### config.mk
export PLATFORM = sky130hd
export DESIGN_NAME = softmax_max_subtract
export DESIGN_NICKNAME = d
export VERILOG_FILES = /design/src/rtl/softmax_max_subtract.sv
export SDC_FILE = /design/constraint.sdc
export NUM_CORES = 1
export LEC_CHECK = 0
export ABC_AREA = 1
export ABC_CLOCK_PERIOD_IN_PS = 10200
export CORE_ASPECT_RATIO = 1.4
export CORE_MARGIN = 1
export CORE_UTILIZATION = 59
export CTS_BUF_LIST = sky130_fd_sc_hd__clkbuf_16
export CTS_CLUSTER_DIAMETER = 60
export CTS_CLUSTER_SIZE = 24
export DETAILED_ROUTE_END_ITERATION = 12
export PLACE_DENSITY = 0.81
export SLEW_MARGIN = 20
export SYNTH_ARGS = -nofsm -noshare
export SYNTH_HDL_FRONTEND = slang
export SYNTH_SLANG_ARGS = --single-unit
### constraint.sdc
create_clock -name i_clk -period 10.2 [get_ports i_clk]
set_clock_uncertainty 0.2 [all_clocks]
set_input_delay 3.06 -clock i_clk [delete_from_list [all_inputs] [get_ports i_clk]]
set_output_delay 3.06 -clock i_clk [all_outputs]
set_load 0.02 [all_outputs]
### src/rtl/softmax_max_subtract.sv
// rtl/softmax_max_subtract.sv - buffers vectors until their max arrives, emits saturated x_i - max
// Optional error flags: define SOFTMAX_SUB_ERR_FLAGS_EN to add sticky o_overflow / o_underflow.
module softmax_max_subtract #(
  parameter int BIT_WIDTH  = 16,
  parameter int N          = 8,
  parameter int FIFO_DEPTH = 4
) (
  input  logic                            i_clk,
  input  logic                            i_rst,
  input  logic                            i_valid,
  input  logic [N*BIT_WIDTH-1:0]          i_data,
  input  logic                            i_maxValid,
  input  logic [BIT_WIDTH-1:0]            i_dataMax,
  output logic                            o_valid,
  output logic [N*BIT_WIDTH-1:0]          o_data,
  output logic [$clog2(FIFO_DEPTH):0]     o_count
`ifdef SOFTMAX_SUB_ERR_FLAGS_EN
  ,
  output logic                            o_overflow,
  output logic                            o_underflow
`endif
);

  localparam int AW = $clog2(FIFO_DEPTH);
  localparam int CW = AW + 1;
  localparam int W  = BIT_WIDTH;

  logic [N*W-1:0] mem [FIFO_DEPTH];
  logic [AW-1:0]  wptr;
  logic [AW-1:0]  rptr;
  logic [CW-1:0]  count;
  logic           push;
  logic           pop;
  logic           full;
  logic           empty;
  logic [N*W-1:0] head;
  logic [N*W-1:0] sub_data;

  // Differences are formed one bit wider so x - max can never wrap before clamping.
  function automatic logic [W-1:0] sat_diff(input logic [W-1:0] x, input logic [W-1:0] m);
    logic [W:0] d;
    d = {x[W-1], x} - {m[W-1], m};
    if (d[W] && !d[W-1])
      return {1'b1, {(W-1){1'b0}}};
    else if (!d[W])
      return '0;
    else
      return d[W-1:0];
  endfunction

  assign full  = (count == CW'(FIFO_DEPTH));
  assign empty = (count == '0);
  assign pop   = i_maxValid && !empty;
  assign push  = i_valid && (!full || pop);
  assign head  = mem[rptr];
  assign o_count = count;

  always_comb begin
    sub_data = '0;
    for (int i = 0; i < N; i++)
      sub_data[i*W +: W] = sat_diff(head[i*W +: W], i_dataMax);
  end

  always_ff @(posedge i_clk) begin
    if (i_rst) begin
      wptr    <= '0;
      rptr    <= '0;
      count   <= '0;
      o_valid <= 1'b0;
      o_data  <= '0;
    end else begin
      o_valid <= pop;
      if (push)
        wptr <= wptr + AW'(1);
      if (pop) begin
        rptr   <= rptr + AW'(1);
        o_data <= sub_data;
      end
      case ({push, pop})
        2'b10:   count <= count + CW'(1);
        2'b01:   count <= count - CW'(1);
        default: count <= count;
      endcase
    end
  end

  always_ff @(posedge i_clk) begin
    if (push && !i_rst)
      mem[wptr] <= i_data;
  end

`ifdef SOFTMAX_SUB_ERR_FLAGS_EN
  always_ff @(posedge i_clk) begin
    if (i_rst) begin
      o_overflow  <= 1'b0;
      o_underflow <= 1'b0;
    end else begin
      if (i_valid && !push)
        o_overflow <= 1'b1;
      if (i_maxValid && empty)
        o_underflow <= 1'b1;
    end
  end
`endif

endmodule
==> impl_results.md <==
* Most frequent cells in the layout: 860 x nand2_1, 512 x edfxtp_1, 443 x inv_1
* Synth Cell Area at 0.0327 mm^2
* FILL cells at roughly 4200
* CP Cell Sequence: clkdlybuf4s50_1 > inv_1 > a31oi_1 > nand2_1 > nor2_4 > buf_4
* Fmax at around 160 MHz
* Core Box Area at 0.0545 mm^2
* Slowest-stage cell, CP: buf_4
* Die Area at 0.0563 mm^2
* DR WL/cell at 19.1 um
* Vias in the first global route at 24300
* Switch share at 0.378
* DR vias/cell at 5.67
* Routed wire length at 86200 um
* Worst Path Class, Setup: in -> reg
* Logic pwr share at 0.369
* Net Switching at 0.00286 W
* RSZ-0062 raised after global routing: no
* Slew Viols, Final at 0
* Layout cells sized above 1 at 0.0406
* Final count of hold timing violations at 0
* Syn nets at 3861
* Worst EP required at 10.21 ns
* Core Rows at approximately 100
* Worst-Margin Slew at 1.11 ns
* Placed inst area at 0.0359 mm^2
* Reg power frac at 0.410
* Via count at 25600
* Crit end category: register
* Die H at 280 um
* Post-synthesis register bit count at 650
* DP HPWL at 57100 um
* Async SR Flop Fraction at 0
* Initial antenna violation count at 10
* Cell family with most CP delay: buffers and inverters
* GRT Util Overall at 0.305
* Slew Limit Headroom at 0.259
* Max VDD drop at 0.000139 V
* DP Worst Slack at ~3.4 ns
* Die Wd at roughly 200 um
* Clk slew on worst S/H paths at 0.08 ns
* Drt pass-1 iters at 5
* CTS Buf Count at 39
* Setup TNS at 0 ns
* Post-route ant nets at 0
* GP Congestion at approximately 0.97
* Tot Pwr at 0.00758 W
* Util after Layout at 0.683
* Number of synthesized flops with an enable pin at 512
* CP max FO at 59
* Clock tree sinks at 650
* Worst path max stage delay at 0.83 ns
* LEAKAGE at roughly 15 nW
* DRC viols at 0
* Internal at 0.00472 W
* CP Launch Type: input pin
* Initial drt markers at 2268
* Maxcap violations at 0
* Initial Util at 0.600
* I/O pins at 280
* Final instance area at 0.0372 mm^2
* CTS Hold Bufs at 0
* Syn Area/Cell at 9.17 um^2
* Sequential share of the synthesized area at 0.555
* Synth unique cells at 39
* Final setup margin at 3.94 ns
* WP buf/inv at 3
* Worst hold path class: reg -> reg
* Final setup fails at 0
* Post-synth top flop: edfxtp_1
* Final Net Count at between 4000 and 5000
* Crit path time final at between 6 and 7 ns
* Postcts setup bufs at 0
* Synth Warn # at 0
* PwrDens at 204 mW/mm^2
* Clock latency at the later pin of the worst-skew pair at 0.60 ns
* Run status: complete, no violations
* Input/output buffers at 279
* CTS H-tree lvls at 2
* Worst Path Arrival at 6.27 ns
* Global-route wire length before repair at 132000 um
* CTS tree: done
* Final period utilization at 0.614
* GR Overflow Total at 0
* Post-CTS resize count at 0
* CTS root buf: clkbuf_16
* Most common cell after layout, fill and taps aside: nand2_1
* Deepest clock path buffer count at 3
* Area Overhead vs Synth at 13.8%
* Post-Synthesis Cells at around 3600
* Largest net degree at the start of global routing at around 200
* Clock Power Share at 0.221
flip-flops by register name, indices dropped and copies added (netlist names), named ones only:
signal	flops
wptr	2
o_count	3
o_data	128
mem	512
o_valid	1
rptr	2
final timing paths:
path / start / end / slack (ns) / cells after the start
max: i_maxValid / mem[1][102]$_DFFE_PP_ / 3.94 / 6
min: o_data[104]$_SDFFE_PP0N_ / o_data[104]$_SDFFE_PP0N_ / 0.27 / 2
max reg2reg: register / o_data[92]$_SDFFE_PP0N_ / 5.52 / 14
min reg2reg: o_data[104]$_SDFFE_PP0N_ / o_data[104]$_SDFFE_PP0N_ / 0.27 / 2
worst min-delay path, cell delays in order, from the launching register on:
cell     delay, ns
dfxtp_1       0.31
nand2_1       0.06
a21oi_1       0.05
cells in the mapped netlist (all sizes together) (8+ instances only):
library cell / count / area share
o22ai: 120 / 0.023
a32o: 8 / 0.0025
nand2: 889 / 0.10
nand4: 134 / 0.026
inv: 437 / 0.050
edfxtp: 512 / 0.47
fa: 9 / 0.0055
a21oi: 197 / 0.033
xor2: 52 / 0.014
ha: 140 / 0.054
dfxtp: 138 / 0.085
o211ai: 8 / 0.0018
o21ai: 249 / 0.038
buf: 41 / 0.0088
clkbuf: 99 / 0.011
and2: 25 / 0.0048
nand3: 141 / 0.024
nor2: 344 / 0.040
power groups by stage:
stage / registers (W) / clock network, W / logic, W
global route: 0.00313 / 0.00179 / 0.00311
CTS: 0.00311 / 0.00169 / 0.00277
global placement: 0.00316 / 0 / 0.00272
floorplan: 0.00324 / 0 / 0.00190
finish: 0.00311 / 0.00167 / 0.00280
detailed placement: 0.00317 / 0 / 0.00276
metrics by stage:
step | cells | hold slack [ns]
floorplan | 3564 | 0.263
global placement | 4441 | 0.252
detailed placement | 4441 | 0.256
CTS | 4512 | 0.270
global route | 4514 | 0.283
finish | 4514 | 0.266
final cells by class:
class | count | area, um^2 | area share
diodes | 2 | 5.00 | 0.000135
well taps | 721 | 902 | 0.0243
multi-input cells | 2336 | 12300 | 0.330
clock buffers | 41 | 1030 | 0.0276
clock inverters | 30 | 250 | 0.00673
repair buffers | 296 | 2930 | 0.0789
inverters | 438 | 1650 | 0.0445
flip-flops and latches | 650 | 18100 | 0.488
kinds of logic (layout without fill, tap and decap cells):
| logic type | after synthesis | in the layout | synth area share |
|---|---|---|---|
| xor+xnor | 56 | 56 | 0.0150 |
| flops | 650 | 650 | 0.555 |
| other cells | 0 | 2 | 0 |
| compound gates | 586 | 586 | 0.0994 |
| buf+inv | 578 | 805 | 0.0705 |
| fa+ha+maj | 149 | 149 | 0.0591 |
| simple gates | 1545 | 1545 | 0.201 |
routing by layer:
metal  part of all wire  GRT usage  wire length, um
met2               0.49      0.521            42000
met5             0.0013          0              116
met3              0.067     0.0470             5800
met1               0.39      0.370            33500
met4              0.057      0.169             4890
Note: power is estimated with default switching activity, not from simulation.
